File: config.mk
export PLATFORM = sky130hd
export DESIGN_NAME = sprite_compositor
export DESIGN_NICKNAME = d
export VERILOG_FILES = /design/src/rtl/pong_gfx_pkg.sv /design/src/rtl/sprite_hit.sv /design/src/rtl/sprite_compositor.sv
export SDC_FILE = /design/constraint.sdc
export NUM_CORES = 1
export LEC_CHECK = 0
export CAP_MARGIN = 20
export CORE_MARGIN = 8
export CORE_UTILIZATION = 25
export DETAILED_ROUTE_END_ITERATION = 10
export GPL_TIMING_DRIVEN = 1
export PLACE_DENSITY = 0.43
export SKIP_LAST_GASP = 1
export SYNTH_ARGS = -nofsm -noshare
export SYNTH_HDL_FRONTEND = slang
export SYNTH_SLANG_ARGS = --single-unit
File: constraint.sdc
create_clock -name clk_i -period 4.02 [get_ports clk_i]
set_input_delay 0.804 -clock clk_i [delete_from_list [all_inputs] [get_ports clk_i]]
set_output_delay 0.804 -clock clk_i [all_outputs]
set_load 0.1 [all_outputs]
File: src/rtl/pong_gfx_pkg.sv
// Shared sprite types, separator defaults and priority encoder for the compositor.
// Width defaults come from X_POS_W / Y_POS_W / VGA_RGB_W / SCREEN_H_RES when not predefined.
`ifndef X_POS_W
`define X_POS_W 10
`endif
`ifndef Y_POS_W
`define Y_POS_W 10
`endif
`ifndef VGA_RGB_W
`define VGA_RGB_W 12
`endif
`ifndef SCREEN_H_RES
`define SCREEN_H_RES 640
`endif

package pong_gfx_pkg;
    localparam int SPR_X_W    = `X_POS_W;
    localparam int SPR_Y_W    = `Y_POS_W;
    localparam int SPR_SIZE_W = 7;
    localparam int SPR_RGB_W  = `VGA_RGB_W;
    localparam int SCR_H_RES  = `SCREEN_H_RES;

    localparam int SEP_W_DEF      = 4;
    localparam int SEP_DOT_H_DEF  = 16;
    localparam int SEP_PERIOD_DEF = 32;
    localparam int SEP_OFFSET_DEF = 9;

    typedef struct packed {
        logic [SPR_X_W-1:0]    x;
        logic [SPR_Y_W-1:0]    y;
        logic [SPR_SIZE_W-1:0] w;
        logic [SPR_SIZE_W-1:0] h;
        logic [SPR_RGB_W-1:0]  rgb;
        logic                  en;
    } sprite_t;

    // Lowest set bit wins; returns 0 for an empty vector.
    function automatic logic [3:0] prio_enc(input logic [15:0] v);
        prio_enc = '0;
        for (int i = 15; i >= 0; i--)
            if (v[i]) prio_enc = 4'(i);
    endfunction
endpackage

File: src/rtl/sprite_hit.sv
// Combinational rectangle hit test for one sprite; extents computed one bit wider so edges clip.
module sprite_hit
    import pong_gfx_pkg::*;
(
    input  sprite_t              spr,
    input  logic [SPR_X_W-1:0]   x,
    input  logic [SPR_Y_W-1:0]   y,
    output logic                 hit
);
    logic [SPR_X_W:0] x_end;
    logic [SPR_Y_W:0] y_end;
    logic             unused_rgb;

    assign x_end      = {1'b0, spr.x} + (SPR_X_W+1)'(spr.w);
    assign y_end      = {1'b0, spr.y} + (SPR_Y_W+1)'(spr.h);
    assign unused_rgb = ^spr.rgb;

    assign hit = spr.en
              && (x >= spr.x) && ({1'b0, x} < x_end)
              && (y >= spr.y) && ({1'b0, y} < y_end);
endmodule

File: src/rtl/sprite_compositor.sv
// Two-stage sprite/separator compositor with double-buffered sprite slots.
// Optional per-sprite overlap reporting is built when SPRITE_COLLISION_EN is defined.
module sprite_compositor
    import pong_gfx_pkg::*;
#(
    parameter int NUM_SPRITES = 4,
    parameter int X_W         = SPR_X_W,
    parameter int Y_W         = SPR_Y_W,
    parameter int SIZE_W      = SPR_SIZE_W,
    parameter int RGB_W       = SPR_RGB_W,
    parameter int H_RES       = SCR_H_RES,
    parameter int SEP_W       = SEP_W_DEF,
    parameter int SEP_DOT_H   = SEP_DOT_H_DEF,
    parameter int SEP_PERIOD  = SEP_PERIOD_DEF,
    parameter int SEP_OFFSET  = SEP_OFFSET_DEF,
    localparam int IDX_W      = (NUM_SPRITES > 1) ? $clog2(NUM_SPRITES) : 1
) (
    input  logic                   clk_i,
    input  logic                   rst_n_i,
    input  logic [X_W-1:0]         vga_x_pos_i,
    input  logic [Y_W-1:0]         vga_y_pos_i,
    input  logic                   vga_visible_range_i,
    input  logic                   frame_start_i,
    input  logic                   spr_we_i,
    input  logic [IDX_W-1:0]       spr_idx_i,
    input  logic [X_W-1:0]         spr_x_i,
    input  logic [Y_W-1:0]         spr_y_i,
    input  logic [SIZE_W-1:0]      spr_w_i,
    input  logic [SIZE_W-1:0]      spr_h_i,
    input  logic [RGB_W-1:0]       spr_rgb_i,
    input  logic                   spr_en_i,
    input  logic                   sep_en_i,
    output logic [RGB_W-1:0]       vga_rgb_o,
    output logic                   vga_visible_o,
    output logic [NUM_SPRITES-1:0] collision_o,
    output logic                   collision_valid_o
);
    localparam logic [X_W:0] SEP_LO = (X_W+1)'(H_RES/2 - SEP_W/2);
    localparam logic [X_W:0] SEP_HI = (X_W+1)'(H_RES/2 + SEP_W/2);

    sprite_t                shadow [NUM_SPRITES];
    sprite_t                active [NUM_SPRITES];
    sprite_t                wr_spr;
    logic                   wr_ok;
    logic [NUM_SPRITES-1:0] hit;
    logic [15:0]            hit16;
    logic [3:0]             win;
    logic [RGB_W-1:0]       win_rgb;
    logic [Y_W:0]           sep_row;
    logic                   sep_hit;

    logic [1:0]             vis_pipe;
    logic [NUM_SPRITES-1:0] s1_hit;
    logic                   s1_sep;
    logic [RGB_W-1:0]       s1_rgb;

    assign wr_spr = '{x: spr_x_i, y: spr_y_i, w: spr_w_i, h: spr_h_i, rgb: spr_rgb_i, en: spr_en_i};
    assign wr_ok  = spr_we_i && ({1'b0, spr_idx_i} < (IDX_W+1)'(NUM_SPRITES));

    // A write landing on the commit cycle goes straight through to the active bank.
    always_ff @(posedge clk_i or negedge rst_n_i) begin
        if (!rst_n_i) begin
            for (int i = 0; i < NUM_SPRITES; i++) begin
                shadow[i] <= '0;
                active[i] <= '0;
            end
        end else begin
            for (int i = 0; i < NUM_SPRITES; i++) begin
                if (wr_ok && spr_idx_i == IDX_W'(i))
                    shadow[i] <= wr_spr;
                if (frame_start_i)
                    active[i] <= (wr_ok && spr_idx_i == IDX_W'(i)) ? wr_spr : shadow[i];
            end
        end
    end

    for (genvar g = 0; g < NUM_SPRITES; g++) begin : g_hit
        sprite_hit u_hit (.spr(active[g]), .x(vga_x_pos_i), .y(vga_y_pos_i), .hit(hit[g]));
    end

    // Winner colour is captured in stage 1 so a commit cannot change an in-flight pixel.
    always_comb begin
        hit16                  = '0;
        hit16[NUM_SPRITES-1:0] = hit;
        win                    = prio_enc(hit16);
        win_rgb                = '0;
        for (int i = 0; i < NUM_SPRITES; i++)
            if (4'(i) == win) win_rgb = active[i].rgb;
    end

    assign sep_row = ({1'b0, vga_y_pos_i} + (Y_W+1)'(SEP_OFFSET)) & (Y_W+1)'(SEP_PERIOD-1);
    assign sep_hit = sep_en_i
                  && ({1'b0, vga_x_pos_i} > SEP_LO) && ({1'b0, vga_x_pos_i} < SEP_HI)
                  && (sep_row < (Y_W+1)'(SEP_DOT_H));

    always_ff @(posedge clk_i or negedge rst_n_i) begin
        if (!rst_n_i) begin
            vis_pipe  <= '0;
            s1_hit    <= '0;
            s1_sep    <= 1'b0;
            s1_rgb    <= '0;
            vga_rgb_o <= '0;
        end else begin
            vis_pipe <= {vis_pipe[0], vga_visible_range_i};
            s1_hit   <= hit;
            s1_sep   <= sep_hit;
            s1_rgb   <= win_rgb;
            if (!vis_pipe[0])   vga_rgb_o <= '0;
            else if (s1_sep)    vga_rgb_o <= '1;
            else if (|s1_hit)   vga_rgb_o <= s1_rgb;
            else                vga_rgb_o <= '0;
        end
    end

    assign vga_visible_o = vis_pipe[1];

`ifdef SPRITE_COLLISION_EN
    logic [NUM_SPRITES-1:0] acc;
    logic [NUM_SPRITES-1:0] coll_new;
    logic [NUM_SPRITES-1:0] coll_q;
    logic                   coll_v;

    always_comb begin
        coll_new = '0;
        for (int i = 0; i < NUM_SPRITES; i++)
            coll_new[i] = vis_pipe[0] && s1_hit[i]
                       && |(s1_hit & ~(NUM_SPRITES'(1) << i));
    end

    // Overlaps seen on the commit cycle belong to the frame that is starting.
    always_ff @(posedge clk_i or negedge rst_n_i) begin
        if (!rst_n_i) begin
            acc    <= '0;
            coll_q <= '0;
            coll_v <= 1'b0;
        end else begin
            coll_v <= frame_start_i;
            if (frame_start_i) begin
                coll_q <= acc;
                acc    <= coll_new;
            end else begin
                acc    <= acc | coll_new;
            end
        end
    end

    assign collision_o       = coll_q;
    assign collision_valid_o = coll_v;
`else
    assign collision_o       = '0;
    assign collision_valid_o = 1'b0;
`endif
endmodule

Yosys cells after proc, flatten, opt, wreduce, memory -nomap -nowiden
Cells that the tools add are included.

Output and inout bits: 18. Bits in writable memories: 0. Latch bits: 0. Register bits: 407. Memories kept: 0. Bits in read-only memories: 0.

Add/subtract/negate cells: 9. Muxes and demuxes: 15. Shift operators: 0. Multipliers: 0. Bitwise operators: 0. Magnitude comparators: 19. Div/mod/pow operators: 0. Reduce and logical (&&, ||, !) cells: 26. Eq/ne operators: 6.

Operator list (number): 47-bit two-way mux (4); 10-bit by 7-bit adder with 11-bit output (8); 10-bit by 11-bit < comparator with 1-bit output (8); 12-bit two-way mux (7); 10-bit greater-or-equal comparator (8); 1-bit logical AND (23); 4-bit two-way mux (3); 10-bit by 9-bit greater-than comparator with 1-bit output, second input constant (1); 10-bit by 9-bit < comparator with 1-bit output, second input constant (1); 2-bit by 4-bit == test with 1-bit output, first input constant (2); 5-bit by 4-bit adder with 5-bit output, second input constant (1); 5-bit < comparator, second input constant (1); 1-bit by 4-bit == test with 1-bit output, first input constant (1); 2-bit == test, second input constant (2); 4-bit logical NOT (1); 4-bit OR reduction (1); 2-bit by 1-bit == test with 1-bit output, second input constant (1); 2-bit logical NOT (1); 2-bit two-way mux (1).

Depth between registers and ports, before layout
Depth after elaboration: 14. Mapped depth: 20. Gate-level depth less buffers: 19.

Hierarchy
Synthesis repeated with hierarchy kept, for this count alone.

Cells, all modules: 1720. Area, all modules: 21700.8 µm².

Modules (own cells, without submodules): sprite_compositor (instances 1, area each 15770.1 µm², cells an instance 956); sprite_hit (instances 4, area each 1482.7 µm², cells an instance 191).

Worst setup path before layout
Ideal clock, no wire load.

Path kind: register -> register. Start point: register active[84] (netlist bit). End point: register s1_rgb[1]. Clock period less this slack: 3.694 ns. Cell stages (with the launch flop): 20. Data arrival time: 3.615 ns. Path slack: 0.326 ns. Data required time: 3.941 ns. Path buffers: 2. Cell sequence: dfrtp_1 > ha_1 > fa_1 > a21oi_1 > nor2_1 > o21a_1 > o41ai_1 > nor2_1 > xnor2_1 > ha_1 > a22o_1 > nor4_1 > a21oi_1 > o32ai_1 > and4_1 > clkbuf_1 > and3b_4 > buf_6 > a22oi_1 > a2bb2oi_1.

Word-level cells in the longest chain between the ends: 13.

Ends and longest elaborated chain: start: declaration (line sprite_compositor.sv:42) `sprite_t active [NUM_SPRITES];`; start signal: indexed assignment (line sprite_compositor.sv:72) `active[i] <= (wr_ok && spr_idx_i == IDX_W'(i)) ? wr_spr : shadow[i];`; 10-bit by 7-bit adder with 11-bit output / 10-bit greater-or-equal comparator (equally long branches) (line sprite_hit.sv:14, sprite_hit.sv:19); 10-bit by 11-bit < comparator with 1-bit output / 1-bit logical AND (equally long branches) (line sprite_hit.sv:19) `&& (x >= spr.x) && ({1'b0, x} < x_end)`; 1-bit logical AND * (line sprite_hit.sv:19); 1-bit logical AND * (2 in series) (line sprite_hit.sv:20) `&& (y >= spr.y) && ({1'b0, y} < y_end);`; net g_hit[2].u_hit.hit (line sprite_hit.sv:8) `output logic hit`; 4-bit two-way mux * (3 in series) (line pong_gfx_pkg.sv:41) `if (v[i]) prio_enc = 4'(i);`; 4-bit logical NOT (line sprite_compositor.sv:88) `if (4'(i) == win) win_rgb = active[i].rgb;`; 12-bit two-way mux (3 in series) (line sprite_compositor.sv:88); 12-bit two-way mux * (line sprite_compositor.sv:88); net win_rgb[1] (line sprite_compositor.sv:48) `logic [RGB_W-1:0] win_rgb;`; end signal: assignment (line sprite_compositor.sv:107) `s1_rgb <= win_rgb;`; end: declaration (line sprite_compositor.sv:55) `logic [RGB_W-1:0] s1_rgb;`.

Mark *: on every way through the listed nets, which the timed path passes. The rest lies on a longest branch. A chain may end at the register's enable or synchronous reset.

Worst setup path in the final report
Start point: register active[67] (netlist bit). End point: register s1_rgb[1].

Word-level cells in the longest chain between the ends: 13.

Ends and longest elaborated chain: 10-bit by 7-bit adder with 11-bit output * (line sprite_hit.sv:14) `assign x_end = {1'b0, spr.x} + (SPR_X_W+1)'(spr.w);`; 10-bit by 11-bit < comparator with 1-bit output * (line sprite_hit.sv:19); 1-bit logical AND * (line sprite_hit.sv:19); 1-bit logical AND * (2 in series) (line sprite_hit.sv:20); 4-bit two-way mux * (3 in series) (line pong_gfx_pkg.sv:41); 4-bit logical NOT (line sprite_compositor.sv:88); 12-bit two-way mux (3 in series) (line sprite_compositor.sv:88); 12-bit two-way mux * (line sprite_compositor.sv:88); net win_rgb[1] (line sprite_compositor.sv:48).

Marks and branches as above.

==> reports/metrics.cfg <==
[grt]
antenna_found_initial=4
grt_max_degree=94
grt_pass1_vias=14729
globalRoute.totalOverflow=0
grt_first_pass_wirelength_um=88700
grt_usage_pct=12.0

[cells_and_area]
finalInstanceArea_um2=25800
nNetsFinal=2213
finalCoreUtilization_pct=31.0
syn_to_final_growth_pct=23.3
drive_gt1_share_pct=28.0
fill_cells=8400

[cts]
path_clk_slew_ns=0.06
cts_root_buf=clkbuf_16
cts_tree=yes
clock_path_buffers=3
clk_latency_ns=0.59
htree_levels=2
numCtsBuffers=50
clkSinkCount=407

[sta]
clock_skew_ns=0.0295
setup_viol=0
worstMarginPinSlew_ns=0.978
slew_violations=0
rsz0062_at_grt=yes
fin_crit_sh_pct=99.5
tns_ns=0
fmax_mhz=250
worst_hold_slack_ns=0.169
finalCriticalPeriod_ns=4.00
hold_violations=0
relSlewSlack_pct=34.6

[floorplan]
rows=106
start_util_pct=25.1
die_area_um2=93200
num_io_pins=93
die_w_um=305
die_height_um=305
core_area_um2=83300

[outcome]
status=finished clean

[setup_path]
worstPathArrival_ns=4.50
critical_path.cell_chain=ha_2, fa_2, a21oi_2, nor2_1, o21a_1, o41ai_2, buf_4, nor2_1, xnor2_1, ha_1, a22o_1, nor4_2, a21oi_1, o32ai_2, and4_4, and3b_2, a22oi_1, a2bb2oi_1
critPathLaunchType=register
worst-path-buf-inv=1
cp_max_fo=6
required_ns=4.52
crit_type=register to register
crit_family=compound AO/OA/AOI/OAI gates
worst_path_most_repeated_cell=nor2_1
cpMaxStageDelayCell=dfrtp_1
worstSetupEndpointType=register
critPathMaxStageDelay_ns=0.38

[logic_synthesis]
yosys.area.top_type_share_pct=48.7
ys.flop_type=dfrtp_1
synth-simple-area-share_pct=5.19
yosysMostFrequentCell=dfrtp_1
synth_edf_count=0
synth_top_area_cell=dfrtp_1
syn_inst=1750
synth_compound_area_share_pct=11.0
ys_types=64
synthTopCellsByArea=dfrtp_1, mux2_2, ha_1
synth_commonest_cells=dfrtp_1, mux2_2, ha_1, o21ai_0, nand2_1
synthAdderAreaFrac_pct=13.2
synth_top_family_by_area=multiplexers
syn_avg_cell_area_um2=12.0
syn_area_um2=20900
yosysSeqAreaShare_pct=48.7
muxShareOfSynthArea_pct=16.2
async_reset_ff_share_pct=100
synth-xor-area-share_pct=2.51
ys_warn_count=0
synth_seq_cells=407

[detailed_routing]
drtIter0Drc=561
ant_nets=0
vias=13820
wire_per_inst_um=18.6
drt_first_pass_iters=4
wl_um=56500
drc_errors=0
via_per_inst=4.54

[placement]
dp_hpwl_um=39600
place.gp.congestion=0.794
io_buffer_count=87
placed_area_um2=23700

[worst_hold_path]
hp-class=input pin to async pin

[power_and_ir_drop]
powerDensity_nw_per_um2=573
power_leakage_nw=11.4
vdd_ir_drop_max_uv=335

[run]
cap_violations=0

repair_timing:
item                       in CTS  in global routing
pin swaps                       8                 27
setup endpoints to repair      12                 12
resized for setup              30                 53
gates cloned                    1                  1
hold buffers                    0                  0
setup buffers                   3                  5
cells in the final DEF, fill, tap and decap left out, types with 52 or more instances in the layout:
cell type and count:
nand2_1 106, xnor2_1 53, o21ai_0 120, a21oi_1 75, inv_1 105, clkbuf_16 52
mux2_2 301, dfrtp_1 407, clkdlybuf4s50_1 85, buf_4 76, ha_1 203
sequential cells by signal, indices dropped and copies added (netlist names):
register	cells
active	188
s1_rgb	12
vga_rgb_o	12
shadow	188
s1_sep	1
s1_hit	4
vis_pipe	2
area by class of cell:
type                            count  area, um2  share of cell area (%)
Clock buffer                       72       1450                    5.60
Inverter                          106        398                    1.54
Clock inverter                     18        233                   0.902
Timing Repair Buffer              178       1750                    6.78
Multi-Input combinational cell   1179      10400                    40.4
Tap cell                         1080       1350                    5.24
Sequential cell                   407      10200                    39.5
Antenna cell                        2       5.00                  0.0194
kinds of logic after synthesis:
group,after synthesis
AO/OA/AOI/OAI,370
other,1
flip-flops,407
multiplexers,301
adder cells (fa/ha/maj),216
buffers and inverters,169
AND/OR/NAND/NOR,226
XOR/XNOR,60
worst register-to-register path, stage by stage (launching register included):
cell,delay [ns]
dfrtp_1,0.38
ha_2,0.20
fa_2,0.36
a21oi_2,0.15
nor2_1,0.07
o21a_1,0.21
o41ai_2,0.25
buf_4,0.18
nor2_1,0.04
xnor2_1,0.12
ha_1,0.29
a22o_1,0.22
nor4_2,0.20
a21oi_1,0.11
o32ai_2,0.19
and4_4,0.32
and3b_2,0.34
a22oi_1,0.13
a2bb2oi_1,0.16
per-layer routing:
layer	wire (um)	track usage, %	share of wire, %
met5	31	0	0.055
met4	1350	3.22	2.4
met3	2210	2.49	3.9
met2	26100	19.5	46
met1	26800	16.2	47
report_power, final:
group	internal, mW	switching (mW)
Sequential	4.93	0.422
Combinational	2.32	2.51
Clock	2.81	1.79
Total	10.1	4.72
per-stage QoR:
stage | power (mW) | std cells | worst slack [ns]
finish | 14.8 | 3042 | 0.0201
global route | 15.8 | 3040 | -0.180
CTS | 14.8 | 3034 | -0.0128
detailed placement | 10.0 | 2940 | -0.349
global placement | 9.87 | 2940 | -0.189
floorplan | 8.45 | 1754 | 0.326
path summary, 6_finish.rpt:
kind	from	endpoint	slack, ns	depth (start not counted)
max reg2reg	active[67]	s1_rgb[1]	0.02	18
min reg2reg	shadow[105]	shadow[105]	0.49	1
max	active[67]	s1_rgb[1]	0.02	18
min in group clk_i	shadow[105]	shadow[105]	0.49	1
max in group asynchronous	rst_n_i	shadow[79]	2.92	2
min	rst_n_i	shadow[146]	0.17	1
(Power assumes the default switching activity.)
==> RTL edit 1: new RTL, same flow settings <==
Take the reset off `s1_rgb` and load it in a clocked block of its own.
--- a/src/rtl/sprite_compositor.sv
+++ b/src/rtl/sprite_compositor.sv
@@ -99,5 +99,4 @@
             s1_hit    <= '0;
             s1_sep    <= 1'b0;
-            s1_rgb    <= '0;
             vga_rgb_o <= '0;
         end else begin
@@ -105,5 +104,4 @@
             s1_hit   <= hit;
             s1_sep   <= sep_hit;
-            s1_rgb   <= win_rgb;
             if (!vis_pipe[0])   vga_rgb_o <= '0;
             else if (s1_sep)    vga_rgb_o <= '1;
@@ -111,4 +109,8 @@
             else                vga_rgb_o <= '0;
         end
+    end
+
+    always_ff @(posedge clk_i) begin
+        s1_rgb <= win_rgb;
     end
 
Formal check against the unedited RTL: no difference found for any inputs over 4 cycles, from zero or initial values and one cycle with rst_n_i low; that may be too few to reach the edited logic, so the function may still have changed.
==> RTL edit 1 against the unedited design <==
Global-route usage shrank 0.15 points; clock power rose by 4.6%; total power grew 0.55%; setup slack gained 3.9 ps; cell area down 0.46%; area after synthesis fell by 0.29%; sequential cell count unchanged; routed wire length down 1.4%; critical path type unchanged; highest routed layer is now met4.
==> RTL edit 1: results (changes against the unedited design) <==
[metrics] Clock buffers and inverters, area share: 0.0691 (+0.00410)
[metrics] share of flip-flops with an asynchronous set or reset: 0.971 (-0.0295)
[metrics] Post-synth top cells: sky130_fd_sc_hd__dfrtp_1 (395), sky130_fd_sc_hd__mux2_2 (301), sky130_fd_sc_hd__ha_1 (208), sky130_fd_sc_hd__o21ai_0 (130), sky130_fd_sc_hd__nand2_1 (107)
[metrics] non-clock buffer total of the final layout: 171 (-3.9%)
[metrics] pin count of the biggest net entering global routing: 89 (-5.3%)
[metrics] outcome: finished, final reports clean
[metrics] wire length on met2: 25.6 mm (-2.0%)
[metrics] wire length on met3: 1.95 mm (-12%)
[metrics] Critical Path End: s1_rgb[1]$_DFF_P_
[metrics] clock skew: 24.7 ps (-4.78 ps)
[metrics] final critical delay including setup and external delays: 4000 ps (-3.89 ps)
[metrics] area of the multi-input gates: 0.0104 mm^2 (-0.53%)
[metrics] met1 routed wirelength after detailed routing: 27.1 mm (+1.3%)
[metrics] 1st-iter DRT viols: 583 (+3.9%)
[metrics] met2 Usage GRT: 0.192 (-0.00365)
[metrics] sequential-to-total area share from yosys stat: 0.485 (-0.00148)
[metrics] crit-path max cell delay: 440 ps (+60 ps)
[metrics] arrival time worst endpoint: 4480 ps (-20 ps)
[metrics] fraction of final layout cells sized beyond drive strength 1: 0.274 (-0.00519)
[metrics] Overall Global Routing Usage: 0.119 (-0.00147)
[metrics] via count of the routed design: 13700 (-0.75%)
[metrics] global-route wire length before repair: 87.9 mm (-0.97%)
[metrics] hold slack: 213 ps (+43.3 ps)
[metrics] critical path fanouts, max: 11 (+5)
[metrics] power in sequential cells: 5.33 mW (about the same)
[metrics] number of antenna repair diodes: 1 (-1)
[metrics] met3 usage: 0.0226 (-0.00228)
[metrics] worst rel slew slack: 0.341 (-0.00521)
[metrics] hpwl dp: 38.9 mm (-1.9%)
[RTL edit 1: changes by cell type after synthesis]
cell,delta
sky130_fd_sc_hd__dfrtp_1,-12
sky130_fd_sc_hd__dfxtp_1,+12
[RTL edit 1: stage by stage]
| step | cell area [um^2] | utilization |
|---|---|---|
| final | 25700 | 0.309 |
| after global routing | 25700 | 0.309 |
| after CTS | 25500 | 0.307 |
| after detailed placement | 23500 | 0.283 |
| after global placement | 23500 | 0.283 |
| after floorplan | 20900 | - |
[RTL edit 1: kinds of logic (layout without fill, tap and decap cells)]
kind of cell               Yosys count  after routing  share of synthesized area
AOI/OAI and AO/OA                  370            370                      0.111
muxes                              301            301                      0.162
DFF                                407            407                      0.485
xor gates and xnor gates            60             60                     0.0252
and+or+nand+nor                    226            228                     0.0520
adders and majority gates          216            216                      0.132
other                                1              6                   0.000180
buffers and inverters              169            370                     0.0321
[RTL edit 1: what timing repair did]
item	in CTS	in global routing
setup endpoints to repair	12	12
pin swaps	17	27
cloned	1	1
setup buffers	7	4
resized for setup	34	33
==> RTL edit 2: new RTL, same flow settings <==
Without the edit above. `SCREEN_H_RES`: 640 -> 320.
--- a/src/rtl/pong_gfx_pkg.sv
+++ b/src/rtl/pong_gfx_pkg.sv
@@ -11,5 +11,5 @@
 `endif
 `ifndef SCREEN_H_RES
-`define SCREEN_H_RES 640
+`define SCREEN_H_RES 320
 `endif
 
Formal check against the unedited RTL: not equivalent (Yosys sat finds a counterexample within 4 cycles, from zero or initial values and one cycle with rst_n_i low).
==> RTL edit 2 against the unedited design <==
Setup slack got worse by 6.3 ps; routed wire length fell by 1.1%; core utilization rose by 0.25 points; area after synthesis barely moved; clock skew fell by 3.4 ps; total power rose by 0.72%; cell count rose by 1.9%; sequential cell count did not move; non-clock buffer count rose by 45; cell area rose by 0.81%; critical path depth rose by 1; critical endpoint is now s1_rgb[11]$_DFF_PN0_; highest routed layer unchanged.
==> RTL edit 2: results (changes against the unedited design) <==
[metrics] pre-CTS setup slack: -282 ps (+67.0 ps)
[metrics] initial antenna violation count: 6 (+2)
[metrics] static power due to leakage: 11.7 nW (+3.1%)
[metrics] Post-synth top cells: sky130_fd_sc_hd__dfrtp_1 (407), sky130_fd_sc_hd__mux2_2 (290), sky130_fd_sc_hd__ha_1 (208), sky130_fd_sc_hd__o21ai_0 (121), sky130_fd_sc_hd__inv_1 (118)
[metrics] outcome: finished, final reports clean
[metrics] post-layout net count: 2271 (+2.6%)
[metrics] hpwl dp: 39.8 mm (+0.32%)
[metrics] number of cells in the design after placement: 2995 (+1.9%)
[metrics] total length of routed wires: 55.8 mm (-1.1%)
[metrics] Reg2Reg Capture Point: s1_rgb[11]$_DFF_PN0_
[metrics] synth-to-layout area growth: 24.3%
[metrics] via count of the routed design: 13900 (+0.57%)
[metrics] final weighted congestion in routability-driven placement: 0.775 (-2.4%)
[metrics] 1st-iter DRT viols: 671 (+20%)
[metrics] multiplexer fraction of the synthesized cell area: 0.162 (about the same)
[metrics] switching part of the total: 0.322 (+0.00319)
[metrics] Wirelength per Cell: 18.0 um (-3.0%)
[metrics] number of iterations in the first detailed-routing pass: 7 (+3)
[metrics] crit-path max cell delay: 420 ps (+40 ps)
[metrics] placed cell area: 0.0240 mm^2 (+1.3%)
[metrics] sequential-to-total area share from yosys stat: 0.487 (about the same)
[metrics] cell with the largest stage delay on the worst path: sky130_fd_sc_hd__and4bb_4
[metrics] Synth cell types: 60 (-6.3%)
[metrics] synthesized-area fraction occupied by adder cells: 0.132 (about the same)
[metrics] number of fill cells: 8383 (-0.20%)
[metrics] Inserted Clock Buffers: 49 (-2.0%)
==> RTL edit 2: cell count changes after synthesis, moves of 9 or more <==
cell	delta
sky130_fd_sc_hd__mux2i_1	+12
sky130_fd_sc_hd__o21ai_0	-9
sky130_fd_sc_hd__mux2_2	-11
sky130_fd_sc_hd__nand2_1	+10
sky130_fd_sc_hd__a222oi_1	+12
sky130_fd_sc_hd__a22oi_1	-12
sky130_fd_sc_hd__a2bb2oi_1	-10
sky130_fd_sc_hd__inv_1	+12
==> RTL edit 2: routing by layer <==
metal	wire length, um	GRT usage	vias to the layer above	part of all wire
met3	1660	0.0183	77	0.030
met2	25700	0.193	159	0.46
met1	27200	0.164	6930	0.49
li1	-	-	6729	-
met5	27	0	-	0.00048
met4	1320	0.0357	4	0.024
==> RTL edit 2: repair_timing <==
item | 4_1_cts | 5_1_grt
endpoints found under the setup margin | 12 | 12
pin swaps | 18 | 30
setup buffers | 11 | 2
gates cloned | 1 | 0
resized for setup | 43 | 30
endpoints found under the hold margin | 0 | 0
==> RTL edit 2: logic make-up after synthesis <==
group	Yosys count
AOI/OAI and AO/OA	352
xor gates and xnor gates	61
adders and majority gates	216
buffers and inverters	180
DFF	407
muxes	302
other	1
and+or+nand+nor	245
==> RTL edit 2: final cells by class <==
| cell class | instances | area, um^2 | area share |
|---|---|---|---|
| Sequential cell | 407 | 10200 | 0.392 |
| Multi-Input combinational cell | 1181 | 10300 | 0.396 |
| Antenna cell | 1 | 2.50 | 0.0000962 |
| Clock inverter | 19 | 178 | 0.00683 |
| Inverter | 118 | 443 | 0.0170 |
| Timing Repair Buffer | 223 | 2080 | 0.0798 |
| Tap cell | 1080 | 1350 | 0.0520 |
| Clock buffer | 71 | 1470 | 0.0565 |
==> RTL edit 2: power groups by stage <==
stage / Combinational (mW) / Sequential, mW / Clock [mW]
after global placement: 4.71 / 5.38 / 0
after global routing: 5.72 / 5.42 / 4.82
after CTS: 5.03 / 5.33 / 4.66
final: 5.08 / 5.32 / 4.48
after floorplan: 3.13 / 5.39 / 0
after detailed placement: 4.81 / 5.40 / 0
==> RTL edit 2: worst max-delay path: cells and delay by family, from the launching register on <==
family	cells	cell delay [ps]
AO/OA/AOI/OAI	10	1620
XOR/XNOR	1	120
adder cells (fa/ha/maj)	2	580
buffers and inverters	2	290
flip-flops	1	380
multiplexers	1	140
AND/OR/NAND/NOR	3	730
==> RTL edit 2: how the worst min path moves through the flow <==
stage                                         to  slack [ps]  cells past startpoint
after floorplan            vis_pipe[1]$_DFF_PN0_         380                      0
after global placement     shadow[100]$_DFF_PN0_         470                      1
after detailed placement    shadow[51]$_DFF_PN0_         480                      1
after CTS                  shadow[145]$_DFF_PN0_         270                      1
after global routing      vga_rgb_o[2]$_DFF_PN0_         300                      1
final                        shadow[5]$_DFF_PN0_         260                      1
